### config.mk
export PLATFORM = sky130hd
export DESIGN_NAME = ecp_core_param
export DESIGN_NICKNAME = d
export VERILOG_FILES = /design/src/rtl/ecp_pkg.sv /design/src/rtl/ecp_alu.sv /design/src/rtl/ecp_core_param.sv
export SDC_FILE = /design/constraint.sdc
export NUM_CORES = 1
export LEC_CHECK = 0
export BUFFER_PORTS_ARGS = -buffer_cell sky130_fd_sc_hd__buf_2
export CAP_MARGIN = 20
export CORE_UTILIZATION = 41
export DETAILED_ROUTE_END_ITERATION = 12
export PLACE_DENSITY = 0.66
export SETUP_SLACK_MARGIN = 0.02
export SYNTH_ARGS = -nofsm -noshare
export SYNTH_HDL_FRONTEND = slang
export SYNTH_SLANG_ARGS = --single-unit
### constraint.sdc
create_clock -name clk -period 7.35 [get_ports clk]
set_input_delay 0.735 -clock clk [delete_from_list [all_inputs] [get_ports clk]]
set_output_delay 0.735 -clock clk [all_outputs]
set_load 0.05 [all_outputs]
### src/rtl/ecp_pkg.sv
// ECP core shared definitions: instruction fields, ALU/condition codes,
// register indices and controller states.
package ecp_pkg;

    typedef enum logic [1:0] {
        MODE_IMM  = 2'b00,
        MODE_ALU  = 2'b01,
        MODE_COPY = 2'b10,
        MODE_COND = 2'b11
    } mode_e;

    typedef enum logic [2:0] {
        OP_OR   = 3'd0,
        OP_NAND = 3'd1,
        OP_NOR  = 3'd2,
        OP_AND  = 3'd3,
        OP_ADD  = 3'd4,
        OP_SUB  = 3'd5,
        OP_XOR  = 3'd6,
        OP_SHL1 = 3'd7
    } alu_op_e;

    typedef enum logic [2:0] {
        CC_NEVER  = 3'd0,
        CC_EQ     = 3'd1,
        CC_LT     = 3'd2,
        CC_LE     = 3'd3,
        CC_ALWAYS = 3'd4,
        CC_NE     = 3'd5,
        CC_GE     = 3'd6,
        CC_GT     = 3'd7
    } cond_e;

    localparam logic [2:0] REG_IO   = 3'd6;
    localparam logic [2:0] REG_RSVD = 3'd7;
    localparam int         NUM_REGS = 6;

    typedef enum logic [2:0] {
        S_FETCH,
        S_EXEC,
        S_IN_WAIT,
        S_OUT_WAIT,
        S_HALT
    } state_e;

    // zero/neg describe R3 interpreted as a signed value
    function automatic logic cond_taken(
        input cond_e cc,
        input logic  zero,
        input logic  neg
    );
        logic t;
        t = 1'b0;
        unique case (cc)
            CC_NEVER:  t = 1'b0;
            CC_EQ:     t = zero;
            CC_LT:     t = neg;
            CC_LE:     t = neg | zero;
            CC_ALWAYS: t = 1'b1;
            CC_NE:     t = ~zero;
            CC_GE:     t = ~neg;
            CC_GT:     t = ~neg & ~zero;
        endcase
        return t;
    endfunction

endpackage

### src/rtl/ecp_alu.sv
// ECP combinational ALU: eight logic/arithmetic ops at DATA_W bits,
// wrapping arithmetic, no flags.
module ecp_alu
    import ecp_pkg::*;
#(
    parameter int DATA_W = 8
) (
    input  logic [DATA_W-1:0] a,
    input  logic [DATA_W-1:0] b,
    input  alu_op_e           op,
    output logic [DATA_W-1:0] y
);

    always_comb begin
        y = '0;
        unique case (op)
            OP_OR:   y = a | b;
            OP_NAND: y = ~(a & b);
            OP_NOR:  y = ~(a | b);
            OP_AND:  y = a & b;
            OP_ADD:  y = a + b;
            OP_SUB:  y = a - b;
            OP_XOR:  y = a ^ b;
            OP_SHL1: y = {a[DATA_W-2:0], 1'b0};
        endcase
    end

endmodule

### src/rtl/ecp_core_param.sv
// ECP core top: fetch/execute controller, six-entry register file, pc
// and valid/ready I/O registers around an external synchronous program store.
module ecp_core_param
    import ecp_pkg::*;
#(
    parameter int          DATA_W   = 8,
    parameter int          PC_W     = 8,
    parameter int unsigned RESET_PC = 0
) (
    input  logic              clk,
    input  logic              rst,
    output logic [PC_W-1:0]   imem_addr,
    input  logic [7:0]        imem_data,
    input  logic              in_valid,
    input  logic [DATA_W-1:0] in_data,
    output logic              in_ready,
    output logic              out_valid,
    output logic [DATA_W-1:0] out_data,
    input  logic              out_ready,
    output logic              halted
);

    localparam logic [PC_W-1:0] PC_RST = PC_W'(RESET_PC);
    localparam logic [PC_W-1:0] PC_ONE = PC_W'(1);

    state_e            state_q, state_d;
    logic [PC_W-1:0]   pc_q, pc_d;
    logic [7:0]        ir_q, ir;
    logic [DATA_W-1:0] regs [NUM_REGS];

    mode_e             mode;
    logic [2:0]        src, dst;
    logic [DATA_W-1:0] src_val, alu_y;
    logic              is_halt, is_in, is_out;
    logic              in_fire, out_fire;
    logic              r3_zero, r3_neg;

    logic              wr_en;
    logic [2:0]        wr_idx;
    logic [DATA_W-1:0] wr_data;

    // imem_data is only valid in EXEC; stalled states replay the latched copy
    assign ir   = (state_q == S_EXEC) ? imem_data : ir_q;
    assign mode = mode_e'(ir[7:6]);
    assign src  = ir[5:3];
    assign dst  = ir[2:0];

    assign is_halt = (mode == MODE_COPY) && (src == REG_RSVD)
                     && (dst == REG_RSVD);
    assign is_in   = (mode == MODE_COPY) && (src == REG_IO);
    assign is_out  = (mode == MODE_COPY) && (src != REG_IO)
                     && (dst == REG_IO);

    assign in_fire  = (state_q == S_IN_WAIT) && in_valid && in_ready;
    assign out_fire = (state_q == S_OUT_WAIT) && out_valid && out_ready;

    assign r3_zero = (regs[3] == '0);
    assign r3_neg  = regs[3][DATA_W-1];

    assign imem_addr = pc_q;
    assign halted    = (state_q == S_HALT);

    always_comb begin
        src_val = '0;
        if (src < 3'(NUM_REGS)) src_val = regs[src];
    end

    ecp_alu #(
        .DATA_W (DATA_W)
    ) u_alu (
        .a  (regs[1]),
        .b  (regs[2]),
        .op (alu_op_e'(ir[2:0])),
        .y  (alu_y)
    );

    always_ff @(posedge clk or negedge rst) begin
        if (!rst) state_q <= S_FETCH;
        else      state_q <= state_d;
    end

    always_comb begin
        state_d = state_q;
        pc_d    = pc_q;
        wr_en   = 1'b0;
        wr_idx  = dst;
        wr_data = src_val;
        unique case (state_q)
            S_FETCH: state_d = S_EXEC;
            S_EXEC: begin
                state_d = S_FETCH;
                pc_d    = pc_q + PC_ONE;
                unique case (mode)
                    MODE_IMM: begin
                        wr_en   = 1'b1;
                        wr_idx  = 3'd0;
                        wr_data = DATA_W'(ir[5:0]);
                    end
                    MODE_ALU: begin
                        wr_en   = 1'b1;
                        wr_idx  = 3'd3;
                        wr_data = alu_y;
                    end
                    MODE_COPY: begin
                        if (is_halt) begin
                            state_d = S_HALT;
                            pc_d    = pc_q;
                        end else if (is_in) begin
                            state_d = S_IN_WAIT;
                            pc_d    = pc_q;
                        end else if (is_out) begin
                            state_d = S_OUT_WAIT;
                            pc_d    = pc_q;
                        end else begin
                            wr_en = 1'b1;
                        end
                    end
                    MODE_COND: begin
                        if (cond_taken(cond_e'(ir[2:0]), r3_zero, r3_neg))
                            pc_d = PC_W'(regs[0]);
                    end
                endcase
            end
            S_IN_WAIT: begin
                if (in_fire) begin
                    wr_data = in_data;
                    if (dst == REG_IO) begin
                        state_d = S_OUT_WAIT;
                    end else begin
                        state_d = S_FETCH;
                        pc_d    = pc_q + PC_ONE;
                        wr_en   = 1'b1;
                    end
                end
            end
            S_OUT_WAIT: begin
                if (out_fire) begin
                    state_d = S_FETCH;
                    pc_d    = pc_q + PC_ONE;
                end
            end
            S_HALT:  state_d = S_HALT;
            default: state_d = S_FETCH;
        endcase
    end

    always_ff @(posedge clk or negedge rst) begin
        if (!rst) begin
            pc_q      <= PC_RST;
            ir_q      <= '0;
            in_ready  <= 1'b0;
            out_valid <= 1'b0;
            out_data  <= '0;
            for (int i = 0; i < NUM_REGS; i++) regs[i] <= '0;
        end else begin
            pc_q <= pc_d;
            if (state_q == S_EXEC) ir_q <= imem_data;
            // index 6 and 7 have no storage, so those writes vanish
            if (wr_en && (wr_idx < 3'(NUM_REGS))) regs[wr_idx] <= wr_data;
            if ((state_q == S_EXEC) && is_in) in_ready <= 1'b1;
            if (in_fire) in_ready <= 1'b0;
            if ((state_q == S_EXEC) && is_out) begin
                out_valid <= 1'b1;
                out_data  <= src_val;
            end
            if (in_fire && (dst == REG_IO)) begin
                out_valid <= 1'b1;
                out_data  <= in_data;
            end
            if (out_fire) out_valid <= 1'b0;
        end
    end

endmodule

==> results.py <==
metrics = {
    "route": {
        "num_vias": 5146,
        "viasPerCell": 6.27,
        "dr.pass1.iters": 5,
        "ant_nets": 0,
        "drtIter0Drc": 573,
        "totalWireLength_um": 17600,
        "routedWlPerCell_um": 21.5,
        "drc_errors": 0,
    },
    "logic_synthesis": {
        "ys_seq_elements": 77,
        "syn_nets": 664,
        "synthTopCellsByCount": "dfrtp_1 (77), nor2_1 (60), nand2_1 (51)",
        "synthesis.area_sq_um": 5570,
        "syn_inst": 618,
        "synth_area_leaders": "dfrtp_1 (35%), ha_1 (5.6%), mux2_2 (4.9%), mux2i_1 (4.7%), nor2_1 (4.0%)",
        "synthFlopType": "dfrtp_1",
        "synth-warning-count": 0,
        "synth_edf_count": 0,
        "synth_top_area_frac": 0.346,
        "synth-seq-area-share": 0.346,
        "synth.distinct_cells": 75,
        "synth.most_common_cell": "dfrtp_1",
        "avgSynthCellArea_sq_um": 9.01,
        "synth_top_cell_by_area": "dfrtp_1",
        "synthArstFlopShare": 1.00,
    },
    "sta": {
        "finalCritPeriodShare": 0.568,
        "skew_ns": 0.00880,
        "slew_headroom": 0.345,
        "whs_ns": 0.220,
        "tns_ns": 0,
        "worstMarginPinSlew_ns": 0.982,
        "fmax_mhz": 240,
        "rsz0062_at_grt": "no",
        "setup_viol_count_final": 0,
        "drv_slew": 0,
        "final_hold_viol_count": 0,
        "min_period_ns": 4.18,
    },
    "power_and_ir_drop": {
        "power_density_nw_per_um2": 542,
        "total_leakage_power_nw": 2.78,
        "ir_drop_uv": 165,
    },
    "critical_path": {
        "cp_num_buf_inv": 1,
        "slowest_delay_ns": 0.58,
        "cp.arrival_ns": 4.45,
        "r2r_cells": 12,
        "startpoint_type": "flop",
        "crit_family": "compound AO/OA/AOI/OAI gates",
        "worstPathMaxFanout": 21,
        "cp.required_ns": 7.63,
        "cp-end-kind": "flop",
        "worstSetupPathDepth": 12,
        "cp_slowest_cell": "or3b_4",
        "path_class": "reg -> reg",
        "worst_path_most_repeated_cell": "mux2_2",
        "crit_chain": "or3b_4 > mux2i_1 > mux2_2 > inv_1 > ha_1 > nor2b_1 > o21a_1 > a311o_1 > xor2_1 > a211oi_1 > o311ai_0 > mux2_2",
    },
    "layout": {
        "n_antenna_cell": 0,
        "postLayoutCoreUtil": 0.469,
        "fin_nets": 686,
        "drive_gt1_frac": 0.161,
        "stdcell_count": 821,
        "area_growth_pct": 11.4,
    },
    "cts": {
        "cts_buffers": 9,
        "clk_path_buf_depth": 2,
        "clockRootBuffer": "clkbuf_16",
        "htreeDepth": 3,
        "clkTransAtPathRegs_ns": 0.06,
        "post-cts-setup-buffers": 0,
        "cts_tree": "built",
        "cts_sinks": 77,
        "cts_resized": 0,
        "insertion_delay_ns": 0.35,
        "holdBufCountCts": 0,
    },
    "floorplanning": {
        "start_util": 0.421,
        "core_sq_um": 13200,
        "chipHeight_um": 119,
        "die_x_um": 119,
        "die_area_sq_um": 14100,
        "rows": 42,
        "io_pins": 39,
    },
    "grt": {
        "grtUsageTotal": 0.254,
        "grt_max_degree": 78,
        "grt-busiest-layer": "met2",
        "antenna_found_initial": 0,
        "met3_usage": 0.0454,
        "grt_pass1_wl_um": 27300,
        "grt_pass1_vias": 4865,
        "met2_usage": 0.399,
        "grt_util_met1": 0.342,
        "gr-total-overflow": 0,
    },
    "placed_design": {
        "dpl.cell_count": 804,
        "gp_congestion": 0.994,
        "port-buffer-count": 38,
        "dpl.hpwl_um": 12900,
    },
    "worst_hold_path": {
        "min_path_type": "in -> async",
    },
    "outcome": {
        "status": "completed",
    },
    "job": {
        "drv_cap": 0,
    },
}
## per-stage QoR
stage                     setup slack (ns)  instance area [sq um]  power (mW)
final                                 3.17                   6210        3.36
after global routing                  3.03                   6210        3.56
after CTS                             3.24                   6180        3.32
after detailed placement              3.26                   5870        2.84
after global placement                3.37                   5870        2.80
after floorplan                       3.65                   5570        2.31
## registers in the layout (all words and copies together), names as in the netlist
register / flops
in_ready: 1
r3_neg: 1
regs: 47
out_valid: 1
imem_addr: 8
out_data: 8
ir_q: 8
state_q: 3
## report_power, final
| part | total [mW] | internal (mW) | leakage, nW | switching (mW) |
|---|---|---|---|---|
| clock network | 0.467 | 0.268 | 0.144 | 0.199 |
| logic | 2.04 | 0.777 | 1.68 | 1.27 |
| registers | 0.855 | 0.616 | 0.956 | 0.239 |
## worst paths after layout
path	from	to	slack [ns]
min in group clk	out_data[5]	out_data[5]	0.48
setup reg to reg	state_q[0]	regs[45]	3.17
setup / recovery	state_q[0]	regs[45]	3.17
hold / removal	rst	state_q[0]	0.22
hold reg to reg	out_data[5]	out_data[5]	0.48
max in group asynchronous	rst	r3_neg	6.55
## cells in the final DEF, fill, tap and decap left out, types with 9 or more instances in the layout
cell,n
dfrtp_1,77
nor2_1,60
nand2_1,51
a21oi_1,43
buf_2,37
inv_1,35
mux2i_1,26
ha_1,25
mux2_2,24
a31oi_1,22
o21ai_0,19
nor3_1,14
nand3_1,13
nand2b_1,11
xnor2_1,10
a32oi_1,10
mux2_1,9
a221oi_1,9
clkbuf_16,9
## per-layer routing
layer,vias up,routed length (um)
met5,-,0
met4,0,629
met3,43,1380
met2,256,8000
met1,2528,7640
li1,2319,-
## cell families (layout without fill, tap and decap cells)
logic type | after synthesis | in the layout | synth area share
simple gates | 191 | 191 | 0.167
xor+xnor | 13 | 13 | 0.0204
compound gates | 175 | 175 | 0.219
fa+ha+maj | 26 | 26 | 0.0597
mux | 65 | 65 | 0.131
buf+inv | 71 | 98 | 0.0571
flops | 77 | 77 | 0.346
## final cells by class
type,count,area (sq um)
Clock buffer,9,225
Clock inverter,7,82.6
Fill cell,1266,7040
Inverter,36,135
Multi-Input combinational cell,470,3340
Sequential cell,77,1930
Tap cell,176,220
Timing Repair Buffer,46,273
(Power assumes the default switching activity.)
